<file path="config.mk">
export PLATFORM = sky130hd
export DESIGN_NAME = hsv2rgb
export DESIGN_NICKNAME = d
export VERILOG_FILES = /design/src/rtl/hsv_pkg.sv /design/src/rtl/hsv_sync_delay.sv /design/src/rtl/hsv2rgb.sv
export SDC_FILE = /design/constraint.sdc
export NUM_CORES = 1
export LEC_CHECK = 0
export ABC_CLOCK_PERIOD_IN_PS = 12300
export CORE_ASPECT_RATIO = 0.8
export CORE_MARGIN = 1
export CORE_UTILIZATION = 30
export DETAILED_ROUTE_END_ITERATION = 10
export GPL_TIMING_DRIVEN = 0
export PLACE_DENSITY = 0.5
export RECOVER_POWER = 100
export SLEW_MARGIN = 20
export SYNTH_ARGS = -nofsm -noshare
export SYNTH_HDL_FRONTEND = slang
export SYNTH_SLANG_ARGS = --single-unit
</file>
<file path="constraint.sdc">
create_clock -name clk -period 12.3 [get_ports clk]
set_input_delay 1.845 -clock clk [delete_from_list [all_inputs] [get_ports clk]]
set_output_delay 1.845 -clock clk [all_outputs]
set_load 0.005 [all_outputs]
</file>
<file path="src/rtl/hsv_pkg.sv">
// Shared constants, sector encoding and a divide-by-60 helper for the
// HSV -> RGB converter.
package hsv_pkg;

    localparam logic [8:0] HSV_H_RANGE = 9'd360;
    localparam logic [8:0] HSV_S_ONE   = 9'd256;
    localparam logic [8:0] HSV_SECTOR  = 9'd60;
    localparam int         HSV2RGB_LAT = 4;

    // Hue sector, one per 60 degrees.
    typedef enum logic [2:0] {
        SEC_0 = 3'd0,
        SEC_1 = 3'd1,
        SEC_2 = 3'd2,
        SEC_3 = 3'd3,
        SEC_4 = 3'd4,
        SEC_5 = 3'd5
    } hsv_sector_e;

    // x / 60 as multiply by ceil(2^20 / 60) then shift right by 20.
    // The overshoot stays below 1/60 for every x < 23831. The largest
    // input is 255 * 59 + 30 = 15075, so the floor is exact over the
    // whole range.
    localparam logic [31:0] DIV60_MUL   = 32'd17477;
    localparam int          DIV60_SHIFT = 20;

    function automatic logic [7:0] div60(input logic [15:0] x);
        logic [31:0] prod;
        prod = {16'd0, x} * DIV60_MUL;
        return 8'(prod >> DIV60_SHIFT);
    endfunction

endpackage

</file>
<file path="src/rtl/hsv_sync_delay.sv">
// Fixed-depth delay line for {vsync, hsync, de}. It keeps the video
// timing aligned with the pixel pipeline. Synchronous active-high reset.
module hsv_sync_delay #(
    parameter int DEPTH = 4
) (
    input  logic clk,
    input  logic rst,
    input  logic in_vsync,
    input  logic in_hsync,
    input  logic in_de,
    output logic out_vsync,
    output logic out_hsync,
    output logic out_de
);

    logic [2:0] sync_d [DEPTH];
    logic [2:0] sync_q [DEPTH];

    // Next state: new sample enters tap 0, every tap moves one step on.
    always_comb begin
        sync_d[0] = {in_vsync, in_hsync, in_de};
        for (int i = 1; i < DEPTH; i++) begin
            sync_d[i] = sync_q[i-1];
        end
    end

    // Shift register with synchronous clear.
    always_ff @(posedge clk) begin
        if (rst) begin
            for (int i = 0; i < DEPTH; i++) begin
                sync_q[i] <= 3'b000;
            end
        end else begin
            sync_q <= sync_d;
        end
    end

    assign {out_vsync, out_hsync, out_de} = sync_q[DEPTH-1];

endmodule

</file>
<file path="src/rtl/hsv2rgb.sv">
// HSV -> RGB888 pixel converter. It is a 4-stage pipeline with no stalls.
// Stage 1 conditions the inputs and splits the hue into sector and offset.
// Stage 2 forms the chroma, stage 3 forms the ramp term, and stage 4
// selects the channels.
// Optional macro HSV2RGB_ROUND_EN: when defined, the chroma and ramp
// terms round to nearest instead of truncating. Latency is 4 either way.
module hsv2rgb
    import hsv_pkg::*;
#(
    parameter bit BLANK_ZERO = 1'b1
) (
    input  logic        clk,
    input  logic        rst,
    input  logic        hsv_vsync,
    input  logic        hsv_hsync,
    input  logic        hsv_de,
    input  logic [8:0]  hsv_h,
    input  logic [8:0]  hsv_s,
    input  logic [7:0]  hsv_v,
    output logic        rgb_vsync,
    output logic        rgb_hsync,
    output logic        rgb_de,
    output logic [23:0] rgb_data
);

`ifdef HSV2RGB_ROUND_EN
    localparam logic [15:0] C_RND = 16'd128;
    localparam logic [15:0] T_RND = 16'd30;
`else
    localparam logic [15:0] C_RND = 16'd0;
    localparam logic [15:0] T_RND = 16'd0;
`endif

    localparam logic [8:0] H_060 = HSV_SECTOR;
    localparam logic [8:0] H_120 = 9'(2 * HSV_SECTOR);
    localparam logic [8:0] H_180 = 9'(3 * HSV_SECTOR);
    localparam logic [8:0] H_240 = 9'(4 * HSV_SECTOR);
    localparam logic [8:0] H_300 = 9'(5 * HSV_SECTOR);

    // stage 1
    hsv_sector_e sector1_d, sector1_q;
    logic [5:0]  f1_d, f1_q;
    logic [8:0]  s1_d, s1_q;
    logic [7:0]  v1_d, v1_q;
    logic [8:0]  h_c;
    logic [8:0]  h_base;

    // stage 2
    hsv_sector_e sector2_d, sector2_q;
    logic [5:0]  f2_d, f2_q;
    logic [7:0]  c2_d, c2_q;
    logic [7:0]  v2_d, v2_q;

    // stage 3
    hsv_sector_e sector3_d, sector3_q;
    logic [7:0]  t3_d, t3_q;
    logic [7:0]  c3_d, c3_q;
    logic [7:0]  v3_d, v3_q;

    // stage 4
    logic [23:0] rgb_d, rgb_q;
    logic [7:0]  p4, rise4, fall4;

    // Stage 1: fold out-of-range hue to 0, clamp saturation, find sector
    // and offset within the sector using a compare chain.
    always_comb begin
        h_c = (hsv_h >= HSV_H_RANGE) ? 9'd0 : hsv_h;
        s1_d = (hsv_s > HSV_S_ONE) ? HSV_S_ONE : hsv_s;
        v1_d = hsv_v;
        sector1_d = SEC_0;
        h_base    = 9'd0;
        if (h_c >= H_300) begin
            sector1_d = SEC_5;
            h_base    = H_300;
        end else if (h_c >= H_240) begin
            sector1_d = SEC_4;
            h_base    = H_240;
        end else if (h_c >= H_180) begin
            sector1_d = SEC_3;
            h_base    = H_180;
        end else if (h_c >= H_120) begin
            sector1_d = SEC_2;
            h_base    = H_120;
        end else if (h_c >= H_060) begin
            sector1_d = SEC_1;
            h_base    = H_060;
        end
        f1_d = 6'(h_c - h_base);
    end

    // Stage 1 registers.
    always_ff @(posedge clk) begin
        if (rst) begin
            sector1_q <= SEC_0;
            f1_q      <= 6'd0;
            s1_q      <= 9'd0;
            v1_q      <= 8'd0;
        end else begin
            sector1_q <= sector1_d;
            f1_q      <= f1_d;
            s1_q      <= s1_d;
            v1_q      <= v1_d;
        end
    end

    // Stage 2: chroma c = (v*s [+128]) >> 8. s <= 256 keeps c <= v, and
    // 255*256+128 still fits in 16 bits.
    always_comb begin
        c2_d      = 8'(({8'd0, v1_q} * {7'd0, s1_q} + C_RND) >> 8);
        v2_d      = v1_q;
        f2_d      = f1_q;
        sector2_d = sector1_q;
    end

    // Stage 2 registers.
    always_ff @(posedge clk) begin
        if (rst) begin
            sector2_q <= SEC_0;
            f2_q      <= 6'd0;
            c2_q      <= 8'd0;
            v2_q      <= 8'd0;
        end else begin
            sector2_q <= sector2_d;
            f2_q      <= f2_d;
            c2_q      <= c2_d;
            v2_q      <= v2_d;
        end
    end

    // Stage 3: ramp term t = (c*f [+30]) / 60.
    always_comb begin
        t3_d      = div60({8'd0, c2_q} * {10'd0, f2_q} + T_RND);
        c3_d      = c2_q;
        v3_d      = v2_q;
        sector3_d = sector2_q;
    end

    // Stage 3 registers.
    always_ff @(posedge clk) begin
        if (rst) begin
            sector3_q <= SEC_0;
            t3_q      <= 8'd0;
            c3_q      <= 8'd0;
            v3_q      <= 8'd0;
        end else begin
            sector3_q <= sector3_d;
            t3_q      <= t3_d;
            c3_q      <= c3_d;
            v3_q      <= v3_d;
        end
    end

    // Stage 4: form the floor, rising and falling levels and route them to
    // R, G and B according to the sector. t <= c <= v keeps all three in 0..255.
    always_comb begin
        p4    = v3_q - c3_q;
        rise4 = p4 + t3_q;
        fall4 = v3_q - t3_q;
        rgb_d = 24'h0;
        case (sector3_q)
            SEC_0:   rgb_d = {v3_q,  rise4, p4};
            SEC_1:   rgb_d = {fall4, v3_q,  p4};
            SEC_2:   rgb_d = {p4,    v3_q,  rise4};
            SEC_3:   rgb_d = {p4,    fall4, v3_q};
            SEC_4:   rgb_d = {rise4, p4,    v3_q};
            SEC_5:   rgb_d = {v3_q,  p4,    fall4};
            default: rgb_d = 24'h0;
        endcase
    end

    // Output pixel register.
    always_ff @(posedge clk) begin
        if (rst) begin
            rgb_q <= 24'h0;
        end else begin
            rgb_q <= rgb_d;
        end
    end

    hsv_sync_delay #(
        .DEPTH (HSV2RGB_LAT)
    ) u_sync_delay (
        .clk       (clk),
        .rst       (rst),
        .in_vsync  (hsv_vsync),
        .in_hsync  (hsv_hsync),
        .in_de     (hsv_de),
        .out_vsync (rgb_vsync),
        .out_hsync (rgb_hsync),
        .out_de    (rgb_de)
    );

    // The pixel pipeline runs regardless of de. The mask only hides blanking cycles.
    assign rgb_data = (BLANK_ZERO && !rgb_de) ? 24'h0 : rgb_q;

endmodule
</file>
After elaboration in Yosys (flattened, before gate mapping)
Cells that the tools add are included.

Add/subtract/negate cells: 4. Multiply operators: 3. Divide/modulo/power cells: 0. Order comparisons: 7. Equality and inequality tests: 5. Shifts and indexed selects: 0. Mux-type cells: 14. Bitwise gates (word level): 0. Reductions and logical operators: 3.

Operators with widths (count): one-hot mux 24 bit (6 select lines) (1); 2-to-1 mux 6 bit (5); multiplier 14 x 15 -> 28 bit, second input constant (1); 2-to-1 mux 24 bit (1); greater-or-equal comparator 9 x 8 -> 1 bit, second input constant (2); greater-or-equal comparator 9 bit, second input constant (2); 2-to-1 mux 9 bit (2); multiplier 8 x 9 -> 16 bit (1); subtractor 8 bit (2); multiplier 8 x 6 -> 14 bit (1); greater-or-equal comparator 9 x 6 -> 1 bit, second input constant (1); greater-or-equal comparator 9 x 7 -> 1 bit, second input constant (1); greater-than comparator 9 bit, second input constant (1); adder 8 bit (1); == test 3 x 2 -> 1 bit, second input constant (2); == test 3 bit, second input constant (2); 2-to-1 mux 3 bit (2); subtractor 6 bit (1); 2-to-1 mux 2 bit (2); == test 3 x 1 -> 1 bit, second input constant (1); zero test 3 bit (1); OR reduction 3 bit (1); OR reduction 2 bit (1); 2-to-1 mux 1 bit (1).

Flip-flop bits (word level): 114. Bits in latches: 0. Bits in writable memories: 0. Bits in read-only memories: 0. Input port bits: 31. Output and inout bits: 27. Logic and storage cells: 55. Memories kept: 0.

Depth between registers and ports, before layout
Depth in word-level cells: 9. Depth in mapped cells: 32. Mapped depth without buffers: 32.

Modules after synthesis
A second synthesis with hierarchy kept.

Cell total of the unflattened synthesis: 1204. Area total of the unflattened synthesis: 10772.8 µm².

Modules (own cells, without submodules): hsv2rgb (instances 1, cells each 1179, area an instance 10406.2 µm², sequential area each 2042.0 µm²); hsv_sync_delay (instances 1, cells each 25, area an instance 366.6 µm², sequential area each 240.2 µm²).

Worst setup path before layout
Ideal clock, no wire load.

Path type: register to register. From: reg f2_q[2]. To: reg t3_q[7]. Setup time: 128 ps. Arrival time: 7170 ps. Required time: 12172 ps. Path slack: 5002 ps. Stages on the path, launching flop included: 30. Buffers on the path: 0. Clock period less this slack: 7298 ps. Path through: dfxtp_1 -> and2_1 -> fa_1 -> inv_1 -> fa_1 -> fa_1 -> inv_1 -> ha_1 -> a21oi_1 -> nor2b_1 -> o21a_1 -> o41ai_2 -> mux2i_1 -> nand3_1 -> ha_1 -> inv_1 -> fa_1 -> inv_1 -> fa_1 -> fa_1 -> fa_1 -> ha_1 -> a21oi_1 -> o21ai_0 -> nand2_1 -> o211ai_2 -> a311oi_2 -> a211oi_2 -> xnor2_1 -> nor2_1.

Word-level cells in the longest chain between the ends: 2.

RTL lines: start: declaration (RTL line hsv2rgb.sv:50) `logic [5:0] f2_d, f2_q;`; start signal: assignment (RTL line hsv2rgb.sv:119) `f2_q <= 6'd0;`; start signal: assignment (RTL line hsv2rgb.sv:124) `f2_q <= f2_d;`; multiplier 8 x 6 -> 14 bit (RTL line hsv2rgb.sv:132) `t3_d = div60({8'd0, c2_q} * {10'd0, f2_q} + T_RND);`; multiplier 14 x 15 -> 28 bit (RTL line hsv_pkg.sv:29) `prod = {16'd0, x} * DIV60_MUL;`; end signal: assignment (RTL line hsv2rgb.sv:147) `t3_q <= t3_d;`; end: declaration (RTL line hsv2rgb.sv:56) `logic [7:0] t3_d, t3_q;`.

Every way passes these cells. A chain may end at the register's enable or synchronous reset.

Worst setup path after layout
From: reg f2_q[5]. To: reg t3_q[7].

Same word-level chain as after synthesis.

==> results.sh <==
export IMPL_die_w_um=210.1
export IMPL_grtUsageTotal_pct=13.91
export IMPL_placed_cell_area_sq_um=11550
export IMPL_grt_max_degree=17
export IMPL_slew_viol_final=0
export IMPL_vias=7948
export IMPL_min_to="v3_q[5]$_SDFF_PP0_"
export IMPL_detail_route_antenna_nets=0
export IMPL_cpPeakStageDelay_ns=0.65
export IMPL_critPathKind="reg2reg"
export IMPL_multiInputGateArea_sq_um=7357
export IMPL_clock_latency_ns=0.42
export IMPL_hold_path_class="reg2reg"
export IMPL_die_h_um=168.5
export IMPL_grt_antenna_before_repair=0
export IMPL_r2r_slack_ns=3.80
export IMPL_switchingPower_w=0.0003600
export IMPL_path_clk_slew_ns=0.07
export IMPL_leakage_nw=5.933
export IMPL_die_area_sq_um=35400
export IMPL_synthCells=1163
export IMPL_p_sw_share_pct=31.60
export IMPL_routed_via_density=4.629
export IMPL_drt_total_wl_mm=23.47
export IMPL_maxSlewHeadroom_pct=52.09
export IMPL_holdBufCountCts=0
export IMPL_synthToLayoutAreaGrowth_pct=16.53
export IMPL_crit_slowest_cell="a311oi_1"
export IMPL_final_cell_mix="163 x inv_1, 163 x ha_1, 114 x dfxtp_1"
export IMPL_post_cts_resized=0
export IMPL_hold_depth=1
export IMPL_r2r_end="t3_q[7]$_SDFF_PP0_"
export IMPL_portBuffers=57
export IMPL_cp_end_kind="register"
export IMPL_cts_htree_levels=4
export IMPL_fin_crit_sh_pct=69.14
export IMPL_comb_power_share_pct=20.3
export IMPL_cts_setup_buffers=0
export IMPL_intPower_w=0.0007794
export IMPL_cts_root_buf="clkbuf_16"
export IMPL_ys_seq_area_share_pct=21.95
export IMPL_synth_edff_count=0
export IMPL_layout_drive_gt1_share_pct=3.594
export IMPL_syn_nets=1445
export IMPL_seq_area_sq_um=2282
export IMPL_ys_flop_type="dfxtp_1"
export IMPL_fin_util_pct=35.78
export IMPL_critPathLaunchType="register"
export IMPL_worst_slew_pin_slew_ns=0.7163
export IMPL_seqPwrFrac_pct=35.9
export IMPL_r2r_start="f2_q[5]$_SDFF_PP0_"
export IMPL_cts_tree="built"
export IMPL_antenna_cells=0
export IMPL_cts_path_max_buffers=2
export IMPL_hold_violations=0
export IMPL_post_place_cells=1685
export IMPL_cap_violations=0
export IMPL_fin_setup_tns_ns=0
export IMPL_syn_area_per_cell_sq_um=8.938
export IMPL_synthDistinctLibCells=61
export IMPL_wl_per_cell_um=13.67
export IMPL_grt_pass1_wl_mm=39.53
export IMPL_dr_pass1_iters=6
export IMPL_power_total_w=0.001139
export IMPL_core_sq_um=33860
export IMPL_cts_buffers_inserted=17
export IMPL_finClkSkew_ns=0.01130
export IMPL_fillers=3511
export IMPL_cts_sinks=114
export IMPL_crit_path_frequent_cell="fa_1"
export IMPL_p_clk_share_pct=43.8
export IMPL_worstPathRequired_ns=12.59
export IMPL_final_cells=1717
export IMPL_ys_seq_elements=114
export IMPL_cp_max_fo=8
export IMPL_async_flop_share_pct=0
export IMPL_peakVddDrop_v=0.0001099
export IMPL_yosysWarnings=0
export IMPL_initial_core_util_pct=30.70
export IMPL_overflow=0
export IMPL_gp_congestion=0.8861
export IMPL_io_pins=58
export IMPL_drt_first_iter_violations=475
export IMPL_status="complete, no violations"
export IMPL_drc=0
export IMPL_p_per_area_nw_per_um2=94.06
export IMPL_rsz0062_at_grt="false"
export IMPL_setup_viol=0
export IMPL_max_freq_mhz=117.6
export IMPL_r2r_cells=28
export IMPL_syn_cell_area_sq_um=10390
export IMPL_grt_pass1_vias=7680
export IMPL_fin_area_sq_um=12110
export IMPL_cp_data_arrival_time_ns=8.80
export IMPL_dp_hpwl_mm=18.99
export IMPL_num_rows=60
export IMPL_period_needed_ns=8.504
export IMPL_nNetsFinal=1521
export IMPL_hold_start="v2_q[5]$_SDFF_PP0_"
-- critical path, delay by kind of cell, from the launching register on --
kind                     cells  cell delay (ns)
flip-flops                   1             0.48
XOR/XNOR                     1             0.21
multiplexers                 1             0.29
buffers and inverters        3             0.16
adder cells (fa/ha/maj)     10             4.46
AND/OR/NAND/NOR              5             0.61
AO/OA/AOI/OAI                8             2.19
-- cells by family after synthesis --
kind of cell	share of synthesized area [%]
xor+xnor	4.634
flops	21.95
simple gates	19.74
mux	0.09630
buf+inv	7.041
fa+ha+maj	36.57
compound gates	9.967
-- registers in the layout, indices dropped and copies added (netlist names), 8 cells and up --
register,count
c2_q,8
c3_q,8
rgb_q,24
s1_q,9
t3_q,8
u_sync_delay.sync_d,9
v1_q,8
v2_q,8
v3_q,8
-- layer usage --
metal / up-vias / share of wire, % / wire, um / GRT usage, %
li1: 3935 / - / - / -
met3: 18 / 4.7 / 1095 / 2.950
met1: 3816 / 53 / 12330 / 21.00
met5: - / 0 / 0 / 0
met4: 0 / 0.69 / 163 / 1.809
met2: 179 / 42 / 9880 / 20.53
-- area by class of cell --
class | instances | share of cell area [%]
Multi-Input combinational cell | 854 | 60.74
Clock buffer | 17 | 3.512
Sequential cell | 114 | 18.84
Clock inverter | 15 | 1.353
Timing Repair Buffer | 57 | 4.710
Buffer | 31 | 0.9606
Tap cell | 465 | 4.803
Inverter | 164 | 5.082
-- cell usage after synthesis (3+ instances only) --
| library cell | number | area [sq um] |
|---|---|---|
| o21ai_0 | 19 | 95.09 |
| clkbuf_1 | 26 | 97.59 |
| xnor2_1 | 36 | 315.3 |
| nor2b_1 | 73 | 456.7 |
| a22oi_1 | 4 | 30.03 |
| xor2_1 | 19 | 166.4 |
| nand4_1 | 4 | 25.02 |
| o21bai_1 | 5 | 37.54 |
| o41ai_2 | 3 | 48.80 |
| o21a_1 | 8 | 60.06 |
| o21ai_1 | 3 | 15.01 |
| and3_1 | 5 | 31.28 |
| a21o_1 | 14 | 105.1 |
| dfxtp_1 | 114 | 2282 |
| nand2b_1 | 9 | 56.30 |
| fa_1 | 88 | 1762 |
| nand3_1 | 12 | 60.06 |
| a31oi_1 | 8 | 50.05 |
| and2_1 | 99 | 619.3 |
| nand2_1 | 82 | 307.8 |
| a211oi_1 | 5 | 37.54 |
| a221oi_1 | 5 | 43.79 |
| o22ai_1 | 6 | 37.54 |
| inv_1 | 163 | 611.8 |
| o221ai_1 | 3 | 26.28 |
| and2_2 | 6 | 45.04 |
| buf_1 | 5 | 18.77 |
| a21oi_1 | 43 | 215.2 |
| ha_1 | 163 | 2039 |
| nor2_1 | 80 | 300.3 |
| nor3_1 | 17 | 85.08 |
-- worst max-delay path by stage --
stage / start / end / slack, ns
6_report: f2_q[5]$_SDFF_PP0_ / t3_q[7]$_SDFF_PP0_ / 3.80
5_1_grt: f2_q[5]$_SDFF_PP0_ / t3_q[7]$_SDFF_PP0_ / 3.11
4_1_cts: f2_q[5]$_SDFF_PP0_ / t3_q[7]$_SDFF_PP0_ / 4.17
3_5_place_dp: f2_q[5]$_SDFF_PP0_ / t3_q[7]$_SDFF_PP0_ / 4.19
3_3_place_gp: f2_q[5]$_SDFF_PP0_ / t3_q[7]$_SDFF_PP0_ / 4.23
2_1_floorplan: f2_q[2]$_SDFF_PP0_ / t3_q[7]$_SDFF_PP0_ / 5.00
-- power by group through the flow --
stage	Sequential (W)	Clock (W)	Combinational [W]
after floorplan	0.000409	0	0.000168
after CTS	0.000409	0.000511	0.000234
after global placement	0.000417	0	0.000231
after detailed placement	0.000418	0	0.000231
after global routing	0.000412	0.000532	0.000264
final	0.000409	0.000499	0.000232
-- per-stage QoR --
| step | setup slack, ns | hold slack [ns] |
|---|---|---|
| floorplan | 5.002 | 0.4138 |
| global placement | 4.231 | 0.4166 |
| detailed placement | 4.186 | 0.4204 |
| CTS | 4.167 | 0.4349 |
| global route | 3.106 | 0.4529 |
| finish | 3.796 | 0.4321 |
Power figures use the tool's default switching activity.
